==> config.mk <==
export PLATFORM = sky130hd
export DESIGN_NAME = stack_drain
export DESIGN_NICKNAME = d
export VERILOG_FILES = /design/src/rtl/stack_drain.sv
export SDC_FILE = /design/constraint.sdc
export NUM_CORES = 1
export LEC_CHECK = 0
export BUFFER_PORTS_ARGS = -buffer_cell sky130_fd_sc_hd__buf_2
export CAP_MARGIN = 20
export CORE_MARGIN = 1.5
export CORE_UTILIZATION = 45
export CTS_CLUSTER_DIAMETER = 50
export DETAILED_ROUTE_END_ITERATION = 8
export PLACE_DENSITY = 0.72
export SETUP_SLACK_MARGIN = 0.2
export SYNTH_ARGS = -nofsm -noshare
export SYNTH_HDL_FRONTEND = slang
export SYNTH_SLANG_ARGS = --single-unit
==> constraint.sdc <==
create_clock -name clk -period 4.7 [get_ports clk]
set_input_delay 1.41 -clock clk [delete_from_list [all_inputs] [get_ports clk]]
set_output_delay 1.41 -clock clk [all_outputs]
set_load 0.005 [all_outputs]
==> src/rtl/stack_drain.sv <==
// Burst-drain controller: pops up to req_count entries off the LIFO stack into a 2-entry FIFO
// and streams them out. Optional out_last port is enabled by defining STACK_DRAIN_LAST_EN.
module stack_drain #(
    parameter int DATA_WIDTH = 8,
    parameter int CNT_WIDTH  = 5
) (
    input  logic                  clk,
    input  logic                  rst_n,
    input  logic                  req_valid,
    output logic                  req_ready,
    input  logic [CNT_WIDTH-1:0]  req_count,
    input  logic [DATA_WIDTH-1:0] stk_head,
    input  logic                  stk_empty,
    input  logic                  stk_insert,
    output logic                  stk_pop,
    output logic [DATA_WIDTH-1:0] out_data,
    output logic                  out_valid,
    input  logic                  out_ready,
`ifdef STACK_DRAIN_LAST_EN
    output logic                  out_last,
`endif
    output logic                  done,
    output logic [CNT_WIDTH-1:0]  done_count,
    output logic                  busy
);

    typedef enum logic [1:0] {IDLE, DRAIN, FLUSH, DONE} state_t;

    state_t                state;
    logic [CNT_WIDTH-1:0]  remaining;
    logic [CNT_WIDTH-1:0]  drained;
    logic [DATA_WIDTH-1:0] mem [2];
    logic                  wr_ptr;
    logic                  rd_ptr;
    logic [1:0]            occ;
    logic                  rd_fire;
    logic                  pop_ok;

    assign out_valid = (occ != 2'd0);
    assign out_data  = mem[rd_ptr];
    assign rd_fire   = out_valid & out_ready;
    // A full buffer can still accept a pop when its head leaves in the same cycle.
    assign pop_ok    = (state == DRAIN) & ~stk_empty & ~stk_insert & ((occ != 2'd2) | rd_fire);
    assign stk_pop   = pop_ok;
    assign req_ready = (state == IDLE);
    assign busy      = (state != IDLE);

    always_ff @(posedge clk or negedge rst_n) begin
        if (!rst_n) begin
            state      <= IDLE;
            remaining  <= '0;
            drained    <= '0;
            done       <= 1'b0;
            done_count <= '0;
        end else begin
            done <= 1'b0;
            case (state)
                IDLE: begin
                    if (req_valid) begin
                        remaining <= req_count;
                        drained   <= '0;
                        if (req_count == '0) begin
                            state      <= DONE;
                            done       <= 1'b1;
                            done_count <= '0;
                        end else begin
                            state <= DRAIN;
                        end
                    end
                end
                DRAIN: begin
                    if (stk_empty) begin
                        state <= FLUSH;
                    end else if (pop_ok) begin
                        remaining <= remaining - CNT_WIDTH'(1);
                        drained   <= drained + CNT_WIDTH'(1);
                        if (remaining == CNT_WIDTH'(1))
                            state <= FLUSH;
                    end
                end
                FLUSH: begin
                    if ((occ == 2'd0) || ((occ == 2'd1) && rd_fire)) begin
                        state      <= DONE;
                        done       <= 1'b1;
                        done_count <= drained;
                    end
                end
                DONE:    state <= IDLE;
                default: state <= IDLE;
            endcase
        end
    end

    always_ff @(posedge clk or negedge rst_n) begin
        if (!rst_n) begin
            mem[0] <= '0;
            mem[1] <= '0;
            wr_ptr <= 1'b0;
            rd_ptr <= 1'b0;
            occ    <= 2'd0;
        end else begin
            if (pop_ok) begin
                mem[wr_ptr] <= stk_head;
                wr_ptr      <= ~wr_ptr;
            end
            if (rd_fire)
                rd_ptr <= ~rd_ptr;
            occ <= occ + {1'b0, pop_ok} - {1'b0, rd_fire};
        end
    end

`ifdef STACK_DRAIN_LAST_EN
    logic last_q [2];
    logic early_end;

    // An early end is only discovered after the final pop, so the newest entry is tagged late;
    // if it is alone in the buffer it is flagged combinationally so it is never sent untagged.
    assign early_end = (state == DRAIN) & stk_empty;
    assign out_last  = out_valid & (last_q[rd_ptr] | (early_end & (occ == 2'd1)));

    always_ff @(posedge clk or negedge rst_n) begin
        if (!rst_n) begin
            last_q[0] <= 1'b0;
            last_q[1] <= 1'b0;
        end else if (pop_ok) begin
            last_q[wr_ptr] <= (remaining == CNT_WIDTH'(1));
        end else if (early_end && occ != 2'd0) begin
            last_q[~wr_ptr] <= 1'b1;
        end
    end
`endif

endmodule

==> results.json, run 1 <==
{
  "worstPathMaxFanout": 11,
  "htreeDepth": 2,
  "vias": 1483,
  "clkTransAtPathRegs_ps": 70,
  "remaining_drc_errors": 0,
  "final_max_slew_viol_count": 0,
  "power_density_mw_per_mm2": 643,
  "grt_use_total": 0.170,
  "ir_drop_mv": 0.356,
  "drtAntennaViolNets": 0,
  "grt-ovfl-total": 0,
  "worstSetupPathType": "primary input to output pin",
  "internal_power_mw": 1.00,
  "rsz0062_at_grt": "false",
  "fin_hold_ws_ps": 504,
  "fmax_mhz": 260,
  "fin_crit_sh": 0.819,
  "maxSlewHeadroom": 0.449,
  "period_minus_slack_ps": 3850,
  "setup_viol": 0,
  "grt_pass1_vias": 1336,
  "design.final.nets": 242,
  "synth_edf_count": 0,
  "cts.sinks": 38,
  "pin_count": 37,
  "hpwlAfterDp_mm": 2.87,
  "hp-class": "flop to flop",
  "p_leak_nw": 1.15,
  "antenna_found_initial": 0,
  "hold_violations": 0,
  "cts_buffers": 5,
  "setup-tns-final_ps": 0,
  "grt_max_degree": 39,
  "finClkSkew_ps": 6.62,
  "cts-root-buf": "clkbuf_8",
  "wl_per_cell_um": 14.6,
  "start_kind": "primary input",
  "endpoint_kind": "output pin",
  "max_cap_viol_count": 0,
  "async_flop_share": 1.00,
  "power.switching_mw": 0.513,
  "multi_input_area_um2": 981,
  "initial_utilization": 0.464,
  "comb_power_share": 0.405,
  "drive_gt1_frac": 0.353,
  "placed_area_mm2": 0.00222,
  "final_area_mm2": 0.00236,
  "grt_pass1_wl_mm": 6.53,
  "fill_cells": 388,
  "critical_path_required_ps": 3290,
  "synthDistinctLibCells": 43,
  "syn_area_per_cell_um2": 11.3,
  "cts_max_path_buffers": 2,
  "tritoncts": "done",
  "cp.arrival_ps": 2440,
  "drt-initial-drc-count": 60,
  "ys_seq_elements": 38,
  "synth_warnings": 0,
  "synth_flop_cell": "dfrtp_1",
  "seqPwrFrac": 0.372,
  "die_x_um": 69.7,
  "swShare": 0.338,
  "synth_cells": 177,
  "regArea_um2": 951,
  "drtPass1Iterations": 4,
  "gp_congestion": 0.934,
  "worstMarginPinSlew_ps": 827,
  "io_buffers": 36,
  "diodes": 0,
  "syn_to_final_growth_pct": 17.8,
  "core_area_mm2": 0.00432,
  "wirelength_mm": 3.89,
  "synth_area_mm2": 0.00200,
  "ctsHoldBuffers": 0,
  "syn-num-nets": 205,
  "clkPwrFrac": 0.223,
  "postCtsSetupBuffers": 0,
  "design.die.area_mm2": 0.00486,
  "viasPerCell": 5.55,
  "cts_resized": 0,
  "die_h_um": 69.7,
  "yosysSeqAreaShare": 0.474,
  "rows": 24,
  "clock_latency_ps": 290,
  "status": "finished, final reports clean"
}
## power by group through the flow
stage | clock network, mW | registers [mW] | logic, mW
after floorplan | 0 | 0.530 | 0.467
after global placement | 0 | 0.564 | 0.604
after detailed placement | 0 | 0.570 | 0.616
after CTS | 0.345 | 0.566 | 0.618
after global routing | 0.360 | 0.584 | 0.683
final | 0.338 | 0.565 | 0.614
## metal layers
layer  routed length, um  vias to the layer above  track usage
met5                   0                        -            0
met4                  41                        0       0.0577
met3                 206                        5       0.0392
met2                1750                       48        0.251
met1                1890                      714        0.248
li1                    -                      716            -
## registers in the layout, indices dropped and copies added (netlist names), 2 cells and up
name,flops
remaining,5
occ,2
drained,5
done_count,5
mem,16
state,2
## through the flow
step / power, mW / std cells / utilization / setup slack, ps
after floorplan: 0.997 / 177 / - / 1360
after global placement: 1.17 / 259 / 0.513 / 918
after detailed placement: 1.19 / 259 / 0.513 / 865
after CTS: 1.53 / 267 / 0.546 / 858
after global routing: 1.63 / 267 / 0.546 / 776
final: 1.52 / 267 / 0.546 / 851
## kinds of logic (layout without fill, tap and decap cells)
| kind of cell | after synthesis | in the layout | share of synthesized area |
|---|---|---|---|
| buf+inv | 17 | 55 | 0.0362 |
| mux | 31 | 31 | 0.170 |
| flops | 38 | 38 | 0.474 |
| fa+ha+maj | 9 | 9 | 0.0562 |
| xor+xnor | 4 | 4 | 0.0175 |
| compound gates | 33 | 33 | 0.120 |
| simple gates | 45 | 45 | 0.125 |
## cells in the final DEF (no fill, tap or decap), drive strengths merged, types with 2 or more instances in the layout
| master | instances |
|---|---|
| bufinv | 2 |
| nand4 | 4 |
| a22o | 5 |
| xnor2 | 3 |
| dfrtp | 38 |
| inv | 11 |
| clkbuf | 6 |
| ha | 9 |
| and3 | 2 |
| a21oi | 4 |
| nand3 | 3 |
| buf | 36 |
| nor3b | 2 |
| nor2b | 4 |
| nand2b | 3 |
| nor2 | 10 |
| a211o | 2 |
| mux2i | 7 |
| a21boi | 3 |
| nand2 | 8 |
| o21ai | 9 |
| nor4b | 2 |
| mux2 | 24 |
| a221oi | 3 |
## final timing paths
check                      slack, ps  cells past startpoint  startpoint           end
setup / recovery                 850                      5   stk_empty       stk_pop
hold / removal                   500                      1     mem[10]       mem[10]
setup reg to reg                2210                      7    state[1]        mem[4]
hold reg to reg                  500                      1     mem[10]       mem[10]
max in group asynchronous       2960                      1       rst_n       mem[12]
min in group asynchronous       1220                      1       rst_n  remaining[2]
## area by class of cell
class / instances / share of cell area
Multi-Input combinational cell: 122 / 0.415
Tap cell: 52 / 0.0276
Clock inverter: 2 / 0.0254
Sequential cell: 38 / 0.403
Inverter: 11 / 0.0175
Clock buffer: 6 / 0.0350
Timing Repair Buffer: 36 / 0.0763
## cell usage after synthesis, types with 2 or more instances
cell      number  share of area
nor3b_1        2         0.0075
nor2_1         9          0.017
nor2b_1        4          0.012
xnor2_1        3          0.013
nand2b_1       3         0.0094
a221oi_1       3          0.013
inv_1         10          0.019
clkbuf_1       4         0.0075
a21boi_0       3          0.011
nand2_1        7          0.013
dfrtp_1       38           0.47
nand3_1        3         0.0075
mux2i_1        7          0.035
a21oi_1        4          0.010
a211o_2        2          0.010
o21ai_0        9          0.022
a22o_1         5          0.022
nand4_1        4          0.012
nor4b_1        2         0.0087
ha_1           9          0.056
mux2_2        24           0.13
## critical path, cell delays in order
cell and delay, ps:
buf_2 110, nor3b_1 360, nand2_2 240, inv_2 180, buf_2 130
Note: power is estimated with default switching activity, not from simulation.
==> run 2, diff against run 1 <==
--- a/config.mk
+++ b/config.mk
@@ -5,13 +5,14 @@
 export SDC_FILE = /design/constraint.sdc
 export NUM_CORES = 1
 export LEC_CHECK = 0
+export ABC_AREA = 1
 export BUFFER_PORTS_ARGS = -buffer_cell sky130_fd_sc_hd__buf_2
 export CAP_MARGIN = 20
 export CORE_MARGIN = 1.5
 export CORE_UTILIZATION = 45
 export CTS_CLUSTER_DIAMETER = 50
 export DETAILED_ROUTE_END_ITERATION = 8
-export PLACE_DENSITY = 0.72
+export PLACE_DENSITY = 0.74
 export SETUP_SLACK_MARGIN = 0.2
 export SYNTH_ARGS = -nofsm -noshare
 export SYNTH_HDL_FRONTEND = slang
==> constraint.sdc (replaced) <==
create_clock -name clk -period 3.5 [get_ports clk]
set_input_delay 1.05 -clock clk [delete_from_list [all_inputs] [get_ports clk]]
set_output_delay 1.05 -clock clk [all_outputs]
set_load 0.005 [all_outputs]
==> results.json, run 2 <==
{
  "status": "finished, final reports clean",
  "grt_pass1_vias": 1615,
  "drtPass1Iterations": 4,
  "critical_path_required_ps": 2450,
  "grt-ovfl-total": 0,
  "fin_hold_ws_ps": 485,
  "finalNonFillerCells": 344,
  "yosysMostFrequentCell": "nand2_1",
  "period_minus_slack_ps": 2880,
  "synth_flop_cell": "dfrtp_1",
  "rsz0062_at_grt": "false",
  "layout_common_cells": "88 x nand2_1, 38 x dfrtp_1, 36 x buf_2",
  "fmax_mhz": 347,
  "cts-root-buf": "clkbuf_8",
  "cpMaxStageDelayCell": "dfrtp_1",
  "worstSetupPathType": "flop to output pin",
  "yosysTopAreaCellShare": 0.459,
  "worstHoldPathCells": 2,
  "dp.cells": 336,
  "rows": 24,
  "r2r_cells": 10,
  "hold_violations": 0,
  "grt_pass1_wl_mm": 7.11,
  "maxSlewHeadroom": 0.432,
  "syn_to_final_growth_pct": 13.9,
  "die_h_um": 70.8,
  "yosysSeqAreaShare": 0.459,
  "fill_cells": 416,
  "synth_edf_count": 0,
  "ctsHoldBuffers": 0,
  "fin_crit_sh": 0.824,
  "die_x_um": 70.8,
  "design.die.area_mm2": 0.00502,
  "pin_count": 37,
  "drt-initial-drc-count": 116,
  "worstMarginPinSlew_ps": 852,
  "final_common_cell": "nand2_1",
  "p_leak_nw": 1.27,
  "synth.area.top_cells": "dfrtp_1 46%, nand2_1 16%, o21ai_0 7.3%",
  "largest_register": "mem",
  "synth_cells": 254,
  "setup_ws_ps": 617,
  "wl_per_cell_um": 11.8,
  "endpoint_kind": "output pin",
  "drtAntennaViolNets": 0,
  "grt_max_degree": 39,
  "clkTransAtPathRegs_ps": 80,
  "setup-tns-final_ps": 0,
  "remaining_drc_errors": 0,
  "max_cap_viol_count": 0,
  "worst-path-stages": 7,
  "cp.arrival_ps": 1830,
  "design.final.nets": 319,
  "drive_gt1_frac": 0.212,
  "worst_path_largest_cell_delay_ps": 410,
  "hpwlAfterDp_mm": 2.94,
  "crit_family": "flip-flops",
  "ir_drop_mv": 0.460,
  "initial_utilization": 0.472,
  "final_max_slew_viol_count": 0,
  "synth_top_area_cell": "dfrtp_1",
  "setup_viol": 0,
  "clock_latency_ps": 290,
  "cts_max_path_buffers": 2,
  "antenna_found_initial": 0,
  "vias": 1655,
  "postCtsSetupBuffers": 0,
  "synthDistinctLibCells": 25,
  "core_area_mm2": 0.00438,
  "diodes": 0,
  "crit_path_frequent_cell": "inv_1",
  "worstPathMaxFanout": 12,
  "syn_area_per_cell_um2": 8.15,
  "power_density_mw_per_mm2": 824,
  "finClkSkew_ps": 5.27,
  "io_buffers": 36,
  "power_mw": 1.94,
  "syn-num-nets": 282,
  "viasPerCell": 4.81,
  "final_core_utilization": 0.538,
  "crit_chain": "inv_1, ha_1, nand2_2, nor2_4, nand2_4, inv_1, buf_2",
  "grt_use_total": 0.181,
  "placed_area_mm2": 0.00226,
  "cts_resized": 0,
  "crit_buf_inv": 3,
  "hp-class": "flop to flop",
  "tritoncts": "done",
  "synth_area_mm2": 0.00207,
  "start_kind": "flop",
  "wirelength_mm": 4.07,
  "largest_reg_flops": 16,
  "async_flop_share": 1.00,
  "cts_buffers": 5,
  "ys_seq_elements": 38,
  "synth_warnings": 0,
  "netlist_top_cells_count": "88 x nand2_1, 38 x dfrtp_1, 30 x inv_1, 30 x o21ai_0, 12 x nor2_1",
  "final_area_mm2": 0.00236,
  "post-place-ws_ps": 647,
  "cts.sinks": 38,
  "htreeDepth": 2,
  "gp_congestion": 0.822
}
-- run 2: changes by cell type after synthesis, sizes merged, moves of 6 or more --
| cell | before | now |
|---|---|---|
| o21ai | 9 | 36 |
| mux2 | 24 | 0 |
| nand2 | 8 | 93 |
| mux2i | 7 | 1 |
| nand3 | 3 | 12 |
| inv | 11 | 31 |
-- run 2: area by class of cell --
type | count | area [um^2] | area share
multi-input combinational | 179 | 951 | 0.403
sequential | 38 | 951 | 0.403
clock inverter | 2 | 12.5 | 0.00531
inverter | 31 | 116 | 0.0493
tap | 52 | 65.1 | 0.0276
timing repair buffer | 36 | 180 | 0.0764
clock buffer | 6 | 82.6 | 0.0350
-- run 2: kinds of logic after synthesis --
group                    after synthesis  share of synthesized area
multiplexers                           1                    0.00483
adder cells (fa/ha/maj)                9                     0.0544
AND/OR/NAND/NOR                      122                      0.259
buffers and inverters                 37                     0.0816
AO/OA/AOI/OAI                         40                      0.111
flip-flops                            38                      0.459
XOR/XNOR                               7                     0.0296
-- run 2: worst register-to-register path, cell delays in order (launching register included) --
cell and delay, ps:
dfrtp_1 410, inv_1 110, ha_1 380, nand2_2 130, nor2_4 130, nand2_4 140, nand2_2 110, nand2_4 130
inv_1 190, nand2_1 90, nand2_1 70
-- run 2: power by group --
part           internal, mW  switching (mW)
combinational         0.339           0.548
sequential            0.610           0.128
clock                 0.158           0.160
total                  1.11           0.835
-- run 2: per-layer routing --
| metal | wire (um) | vias up | track usage |
|---|---|---|---|
| met3 | 165 | 6 | 0.0541 |
| li1 | - | 863 | - |
| met5 | 0 | - | 0 |
| met4 | 57 | 0 | 0.0440 |
| met1 | 1880 | 754 | 0.241 |
| met2 | 1970 | 32 | 0.292 |
-- run 2: worst paths after layout --
kind | startpoint | to | slack, ps
min in group asynchronous | rst_n | state[1] | 850
setup reg to reg | state[1] | drained[3] | 1550
hold reg to reg | done_count[4] | done_count[4] | 480
max in group asynchronous | rst_n | mem[1] | 2100
setup / recovery | state[1] | stk_pop | 620
hold / removal | done_count[4] | done_count[4] | 480
